==> config.mk <==
export PLATFORM = sky130hd
export DESIGN_NAME = pc_fetch_unit
export DESIGN_NICKNAME = d
export VERILOG_FILES = /design/src/rtl/fetch_pkg.sv /design/src/rtl/fetch_fifo.sv /design/src/rtl/pc_fetch_unit.sv
export SDC_FILE = /design/constraint.sdc
export NUM_CORES = 1
export LEC_CHECK = 0
export CORE_ASPECT_RATIO = 2
export CORE_UTILIZATION = 35
export CTS_BUF_LIST = sky130_fd_sc_hd__clkbuf_8
export CTS_CLUSTER_DIAMETER = 200
export CTS_CLUSTER_SIZE = 8
export DETAILED_ROUTE_END_ITERATION = 12
export PLACE_DENSITY = 0.63
export SLEW_MARGIN = 20
export SYNTH_ARGS = -nofsm -noshare
export SYNTH_HDL_FRONTEND = slang
export SYNTH_SLANG_ARGS = --single-unit
==> constraint.sdc <==
create_clock -name clk -period 3.9 [get_ports clk]
set_input_delay 1.17 -clock clk [delete_from_list [all_inputs] [get_ports clk]]
set_output_delay 1.17 -clock clk [all_outputs]
set_load 0.005 [all_outputs]
==> src/rtl/fetch_pkg.sv <==
// Shared types and constants for the instruction-fetch front end.
package fetch_pkg;

  localparam int INSTR_W = 32;
  localparam int ADDR_W  = 32;

  // Default fetch address after reset.
  localparam logic [ADDR_W-1:0] RESET_PC_DEFAULT = 32'h0000_0000;

  // One buffered instruction together with the address it was fetched from.
  typedef struct packed {
    logic [INSTR_W-1:0] instr;
    logic [ADDR_W-1:0]  pc;
  } fetch_entry_t;

  // Sequential successor of a word address; wraps modulo 2^32.
  function automatic logic [ADDR_W-1:0] pc_inc(input logic [ADDR_W-1:0] pc);
    return pc + 32'd4;
  endfunction

endpackage

==> src/rtl/fetch_fifo.sv <==
// Synchronous FIFO of fetch entries with single-cycle flush and occupancy count.
// Flush has priority over any write or read in the same cycle.
module fetch_fifo
  import fetch_pkg::*;
#(
  parameter  int DEPTH = 2,
  localparam int AW    = $clog2(DEPTH),
  localparam int CW    = AW + 1
) (
  input  logic         clk,
  input  logic         rst_n,
  input  logic         flush,
  input  logic         wr_en,
  input  fetch_entry_t wr_data,
  input  logic         rd_en,
  output fetch_entry_t rd_data,
  output logic [CW-1:0] count,
  output logic         empty
);

  localparam logic [CW-1:0] DEPTH_L = CW'(DEPTH);

  fetch_entry_t  mem_r [DEPTH];
  logic [AW-1:0] wr_ptr_r;
  logic [AW-1:0] rd_ptr_r;
  logic [CW-1:0] count_r;
  logic          wr_ok_s;
  logic          rd_ok_s;

  // Qualify push/pop against occupancy so the storage can never over- or underflow.
  always_comb begin
    wr_ok_s = 1'b0;
    rd_ok_s = 1'b0;
    if (count_r != DEPTH_L) begin
      wr_ok_s = wr_en;
    end else begin
      wr_ok_s = 1'b0;
    end
    if (count_r != {CW{1'b0}}) begin
      rd_ok_s = rd_en;
    end else begin
      rd_ok_s = 1'b0;
    end
  end

  // Storage, pointers and count; flush empties the buffer in one edge.
  always_ff @(posedge clk or negedge rst_n) begin
    if (!rst_n) begin
      wr_ptr_r <= {AW{1'b0}};
      rd_ptr_r <= {AW{1'b0}};
      count_r  <= {CW{1'b0}};
      for (int i = 0; i < DEPTH; i++) begin
        mem_r[i] <= '0;
      end
    end else if (flush) begin
      wr_ptr_r <= {AW{1'b0}};
      rd_ptr_r <= {AW{1'b0}};
      count_r  <= {CW{1'b0}};
    end else begin
      if (wr_ok_s) begin
        mem_r[wr_ptr_r] <= wr_data;
        wr_ptr_r        <= wr_ptr_r + 1'b1;
      end
      if (rd_ok_s) begin
        rd_ptr_r <= rd_ptr_r + 1'b1;
      end
      count_r <= count_r + CW'(wr_ok_s) - CW'(rd_ok_s);
    end
  end

  assign rd_data = mem_r[rd_ptr_r];
  assign count   = count_r;
  assign empty   = (count_r == {CW{1'b0}});

endmodule

==> src/rtl/pc_fetch_unit.sv <==
// Program counter and instruction-fetch front end.
// Issues in-order word fetches under a credit limit, buffers returned words
// tagged with their address, and discards in-flight fetches on redirect.
// Optional build macro: FETCH_MISALIGN_CHECK_EN adds the fetch_misalign flag
// output and suppresses fetching after a misaligned redirect target.
module pc_fetch_unit
  import fetch_pkg::*;
#(
  parameter logic [ADDR_W-1:0] RESET_PC  = RESET_PC_DEFAULT,
  parameter int                BUF_DEPTH = 2
) (
  input  logic              clk,
  input  logic              rst_n,
  input  logic              redirect_valid,
  input  logic [ADDR_W-1:0] redirect_pc,
  output logic              imem_req_valid,
  input  logic              imem_req_ready,
  output logic [ADDR_W-1:0] imem_req_addr,
  input  logic              imem_resp_valid,
  input  logic [INSTR_W-1:0] imem_resp_data,
  output logic              if_valid,
  input  logic              if_ready,
  output logic [INSTR_W-1:0] if_instr,
  output logic [ADDR_W-1:0] if_pc,
  output logic [ADDR_W-1:0] if_pc_plus_4
`ifdef FETCH_MISALIGN_CHECK_EN
  ,
  output logic              fetch_misalign
`endif
);

  localparam int                CNT_W   = $clog2(BUF_DEPTH) + 1;
  localparam logic [CNT_W:0]    DEPTH_L = (CNT_W + 1)'(BUF_DEPTH);

  logic [ADDR_W-1:0] fetch_pc_r;
  logic [ADDR_W-1:0] resp_pc_r;
  logic              run_r;
  logic [CNT_W-1:0]  outstanding_r;
  logic [CNT_W-1:0]  drop_cnt_r;

  logic [CNT_W-1:0]  fifo_count_s;
  logic              fifo_empty_s;
  fetch_entry_t      head_s;
  fetch_entry_t      wr_entry_s;
  logic [CNT_W:0]    inflight_s;
  logic              credit_ok_s;
  logic              req_valid_s;
  logic              req_fire_s;
  logic              resp_drop_s;
  logic              resp_keep_s;
  logic              deq_s;
  logic              suppress_s;
  logic [ADDR_W-1:0] redir_target_s;

`ifdef FETCH_MISALIGN_CHECK_EN
  logic misalign_r;

  // Sticky misalignment flag: set by a misaligned redirect, cleared by an aligned one.
  always_ff @(posedge clk or negedge rst_n) begin
    if (!rst_n) begin
      misalign_r <= 1'b0;
    end else if (redirect_valid) begin
      misalign_r <= (redirect_pc[1:0] != 2'b00);
    end else begin
      misalign_r <= misalign_r;
    end
  end

  assign fetch_misalign = misalign_r;
  assign suppress_s     = misalign_r;
  assign redir_target_s = redirect_pc;
`else
  logic unused_redirect_low_s;

  assign unused_redirect_low_s = ^redirect_pc[1:0];
  assign suppress_s            = 1'b0;
  assign redir_target_s        = {redirect_pc[ADDR_W-1:2], 2'b00};
`endif

  // Request credit, handshakes and the keep/drop decision for returning words.
  always_comb begin
    inflight_s  = {1'b0, fifo_count_s} + {1'b0, outstanding_r};
    credit_ok_s = (inflight_s < DEPTH_L);
    req_valid_s = run_r & credit_ok_s & ~redirect_valid & ~suppress_s;
    req_fire_s  = req_valid_s & imem_req_ready;
    resp_drop_s = imem_resp_valid & (redirect_valid | (drop_cnt_r != {CNT_W{1'b0}}));
    resp_keep_s = imem_resp_valid & ~resp_drop_s;
    deq_s       = ~fifo_empty_s & if_ready;
    wr_entry_s  = '{instr: imem_resp_data, pc: resp_pc_r};
  end

  // Fetch PC and the run enable that holds requests off until after reset.
  always_ff @(posedge clk or negedge rst_n) begin
    if (!rst_n) begin
      fetch_pc_r <= RESET_PC;
      run_r      <= 1'b0;
    end else begin
      run_r <= 1'b1;
      if (redirect_valid) begin
        fetch_pc_r <= redir_target_s;
      end else if (req_fire_s) begin
        fetch_pc_r <= pc_inc(fetch_pc_r);
      end else begin
        fetch_pc_r <= fetch_pc_r;
      end
    end
  end

  // Address tag of the next kept response; after a redirect every older fetch is
  // dropped, so the next kept word always belongs to the redirect target.
  always_ff @(posedge clk or negedge rst_n) begin
    if (!rst_n) begin
      resp_pc_r <= RESET_PC;
    end else if (redirect_valid) begin
      resp_pc_r <= redir_target_s;
    end else if (resp_keep_s) begin
      resp_pc_r <= pc_inc(resp_pc_r);
    end else begin
      resp_pc_r <= resp_pc_r;
    end
  end

  // Outstanding-request and drop counters; a redirect marks every unreturned fetch for discard.
  always_ff @(posedge clk or negedge rst_n) begin
    if (!rst_n) begin
      outstanding_r <= {CNT_W{1'b0}};
      drop_cnt_r    <= {CNT_W{1'b0}};
    end else begin
      outstanding_r <= outstanding_r + CNT_W'(req_fire_s) - CNT_W'(imem_resp_valid);
      if (redirect_valid) begin
        drop_cnt_r <= outstanding_r - CNT_W'(imem_resp_valid);
      end else if (resp_drop_s) begin
        drop_cnt_r <= drop_cnt_r - {{(CNT_W-1){1'b0}}, 1'b1};
      end else begin
        drop_cnt_r <= drop_cnt_r;
      end
    end
  end

  fetch_fifo #(
    .DEPTH (BUF_DEPTH)
  ) u_fifo (
    .clk     (clk),
    .rst_n   (rst_n),
    .flush   (redirect_valid),
    .wr_en   (resp_keep_s),
    .wr_data (wr_entry_s),
    .rd_en   (deq_s),
    .rd_data (head_s),
    .count   (fifo_count_s),
    .empty   (fifo_empty_s)
  );

  // Decode-side outputs come straight from the buffer head and read as zero when empty.
  always_comb begin
    imem_req_valid = req_valid_s;
    imem_req_addr  = fetch_pc_r;
    if_valid       = ~fifo_empty_s;
    if (!fifo_empty_s) begin
      if_instr     = head_s.instr;
      if_pc        = head_s.pc;
      if_pc_plus_4 = pc_inc(head_s.pc);
    end else begin
      if_instr     = {INSTR_W{1'b0}};
      if_pc        = {ADDR_W{1'b0}};
      if_pc_plus_4 = {ADDR_W{1'b0}};
    end
  end

endmodule
==> results by group <==
Outcome
  • Status: finished, violations left
  • Failing checks: negative setup slack

CTS
  • Hold_buf cts: 0
  • CTS Buffer Depth: 2
  • CTS tree: done
  • Clk slew on worst S/H paths: about 0.10 ns
  • Number of CTS-inserted buffers: 17
  • Clk_lat worst skew: about 0.5 ns
  • Htree depth: 4
  • Clock root buffer: clkbuf_8
  • Clock net sink count: 193

Route
  • First-pass detailed-route iteration total: 4
  • Routed len/inst: 17.8 um
  • Routed Wire Length: ~28000 um
  • Remaining antenna violation count: 0
  • Via count: around 8000
  • Vias per std cell: ~5.2
  • Initial drt markers: ~270
  • DRC viols: 0

Floorplanning
  • Die width: between 100 and 150 um
  • Initial Util: 0.357
  • Die area: between 30000 and 40000 um2
  • I/O pin count: 200
  • Die height: between 200 and 250 um
  • Placement Rows: between 80 and 90
  • Placeable Area: about 30000 um2

Critical path
  • WP data required: between 2 and 3 ns
  • Crit path DAT: between 3 and 4 ns
  • CP max stage delay: around 0.52 ns
  • Max stage delay cell, worst path: dfrtp_4
  • Critical path's top delay family: buffers and inverters
  • CP dominant cell by count: buf_6
  • Worst-path maximum fanout: 5
  • Critical Path Sink Type: output port
  • Cells along the critical path: buf_6 -> buf_6 -> nand4b_4 -> a221oi_4 -> nand4_4 -> buf_4 -> buf_6 -> buf_4 -> o31ai_2 -> clkdlybuf4s15_2
  • Crit Path Class: flip-flop to output port
  • FF-to-FF setup slack: 0.95 ns
  • Crit path launch type: flip-flop
  • Buffers & Inverters on Critical Path: 6

Logic synthesis
  • Most frequent cell after synthesis: dfrtp_1
  • Seq/Total Area, Yosys: 0.459
  • Post-synth EDFFs: 0
  • Post-synthesis xor/xnor area fraction: 0.0457
  • Yosys top cell area share: 0.459
  • Largest cells by area after synthesis: dfrtp_1, mux2_2, mux2i_1
  • Post-synth top area cell: dfrtp_1
  • Synth Instances: a little under 1000
  • Average size of a mapped cell: approximately 11 um2
  • Most common flop cell mapped by yosys: dfrtp_1
  • Post-synth ARST share: 1.00
  • Count of state elements after synthesis: around 190
  • Post-synthesis mux area share: 0.205
  • Warnings from Yosys: 0
  • Simple-gate share of the synthesized area: 0.162
  • Synth top cells by count: dfrtp_1, mux2_2, nor2_1
  • Cell Area, Synth: approximately 11000 um2
  • Post-Synth Adder-Cell Area: 0.0126
  • Main combinational cell family by area after synthesis: multiplexers
  • Compound-Gate Fraction of Synth Area: 0.0768
  • Post-synth cell types: 66

Timing
  • Tmin final: around 4.2 ns
  • Max-slew violations: 0
  • Relative slew slack: 0.471
  • Final WS setup: -0.283 ns
  • RSZ-0062 raised after global routing: true
  • Max Freq: about 240 MHz
  • Final hold vios: 0
  • Worst Tran Pin Value: 0.791 ns
  • Hold Slack: just over 0.5 ns
  • Clk_skew: ~0.016 ns
  • Final period utilization: 1.07
  • Final TNS setup: -2.84 ns
  • # setup viols final: 16

GRT
  • Number of global-route vias before repair: ~8800
  • Largest net degree at the start of global routing: 70
  • First-pass GRT wire length: around 45000 um
  • Overflow after GRT: 0
  • Initial antenna violation count: 1
  • Total track usage: 0.188

Placed design
  • PortBufs: about 190
  • Final HPWL DP: 20700 um
  • Dpl cells: ~1500
  • Routability cong.: slightly above 0.8

Min path
  • Hold Crit Class: flip-flop to flip-flop

Power and ir drop
  • Maximum VDD drop: roughly 0.27 mV
  • Pwr dens: roughly 600 nW/um2
  • Lkg Pwr: around 5.6 nW

Finish
  • Share of layout cells above drive strength 1: 0.242
  • Final Non-Filler Cells: around 1600
  • Synthesis-to-finish area growth: 29.8%
  • Nets: between 1000 and 1500

Run
  • Max Cap Violations: 0
-- cells by family after synthesis --
| group | after synthesis |
|---|---|
| mux | 198 |
| other cells | 2 |
| simple gates | 321 |
| fa+ha+maj | 10 |
| xor+xnor | 55 |
| flops | 193 |
| compound gates | 124 |
| buf+inv | 80 |
-- final timing paths --
check,from,to,cells after the start
setup / recovery,u_fifo.rd_ptr_r,if_pc_plus_4[29],10
hold / removal,u_fifo.mem_r[127],u_fifo.mem_r[127],1
setup reg to reg,u_fifo.count[0],imem_req_addr[25],8
hold reg to reg,u_fifo.mem_r[127],u_fifo.mem_r[127],1
max in group asynchronous,rst_n,u_fifo.rd_ptr_r,2
min in group asynchronous,rst_n,imem_req_addr[29],1
-- metal layers --
layer  global-route usage  wire [um]  vias up
li1                     -          -     3929
met3               0.0325        833       52
met5                    0          0        -
met2                0.359      15600      183
met1                0.196      10600     4064
met4               0.0911       1020        0
-- layout by cell type, fill, tap and decap left out, drive strengths merged, types with 3 or more instances in the layout --
cell | Yosys | layout
o311ai | 8 | 8
and4 | 4 | 4
nand4 | 25 | 25
mux2 | 142 | 142
ha | 9 | 9
mux2i | 56 | 56
a21boi | 3 | 3
o21ai | 43 | 43
nand3b | 6 | 6
buf | 33 | 72
nor2b | 6 | 6
dlygate4sd2 | 0 | 5
o31ai | 5 | 5
or3 | 8 | 8
inv | 22 | 29
clkdlybuf4s50 | 0 | 169
a31oi | 10 | 10
nor2 | 99 | 99
a21oi | 20 | 20
a22oi | 4 | 4
xnor2 | 46 | 46
nor3 | 17 | 17
nor4 | 16 | 16
dfrtp | 193 | 193
clkbuf | 24 | 20
nand3 | 30 | 30
xor2 | 9 | 9
nand2 | 75 | 75
nand2b | 4 | 4
clkinv | 0 | 3
and3 | 7 | 7
conb | 2 | 7
and2 | 16 | 16
o211ai | 16 | 16
-- sequential cells by signal, indices dropped and copies added, names as in the netlist, 2 cells and up --
| register | count |
|---|---|
| u_fifo.count | 2 |
| imem_req_addr | 30 |
| drop_cnt_r | 2 |
| resp_pc_r | 30 |
| outstanding_r | 2 |
| u_fifo.mem_r | 124 |
-- stage by stage --
step / power (mW) / worst slack, ns / area [um2] / util
6_report: 8.20 / -0.283 / 13700 / 0.463
4_1_cts: 8.27 / -0.349 / 13600 / 0.461
3_3_place_gp: 6.83 / -0.130 / 13000 / 0.440
2_1_floorplan: 5.24 / 0.0594 / 10500 / -
5_1_grt: 8.78 / -0.399 / 13700 / 0.463
3_5_place_dp: 6.93 / -0.158 / 13000 / 0.440
-- timing repair --
item | in CTS | in global routing
pin swaps | 20 | 12
buffers inserted | 15 | 2
endpoints found under the setup margin | 25 | 24
resized for setup | 109 | 12
gates cloned | 0 | 0
-- final cells by class --
class / count / area [um2]
Tap cell: 364 / 455
Multi-Input combinational cell: 715 / 5510
Fill cell: 2770 / 15800
Clock buffer: 19 / 262
Clock inverter: 12 / 108
Sequential cell: 193 / 4830
Timing Repair Buffer: 248 / 2410
Inverter: 22 / 82.6
Antenna cell: 1 / 2.50
-- power by group --
group          switching (mW)  internal, mW
clock network           0.725         0.540
logic                    1.67          2.05
registers               0.553          2.66
total                    2.95          5.25
Note: power is estimated with default switching activity, not from simulation.
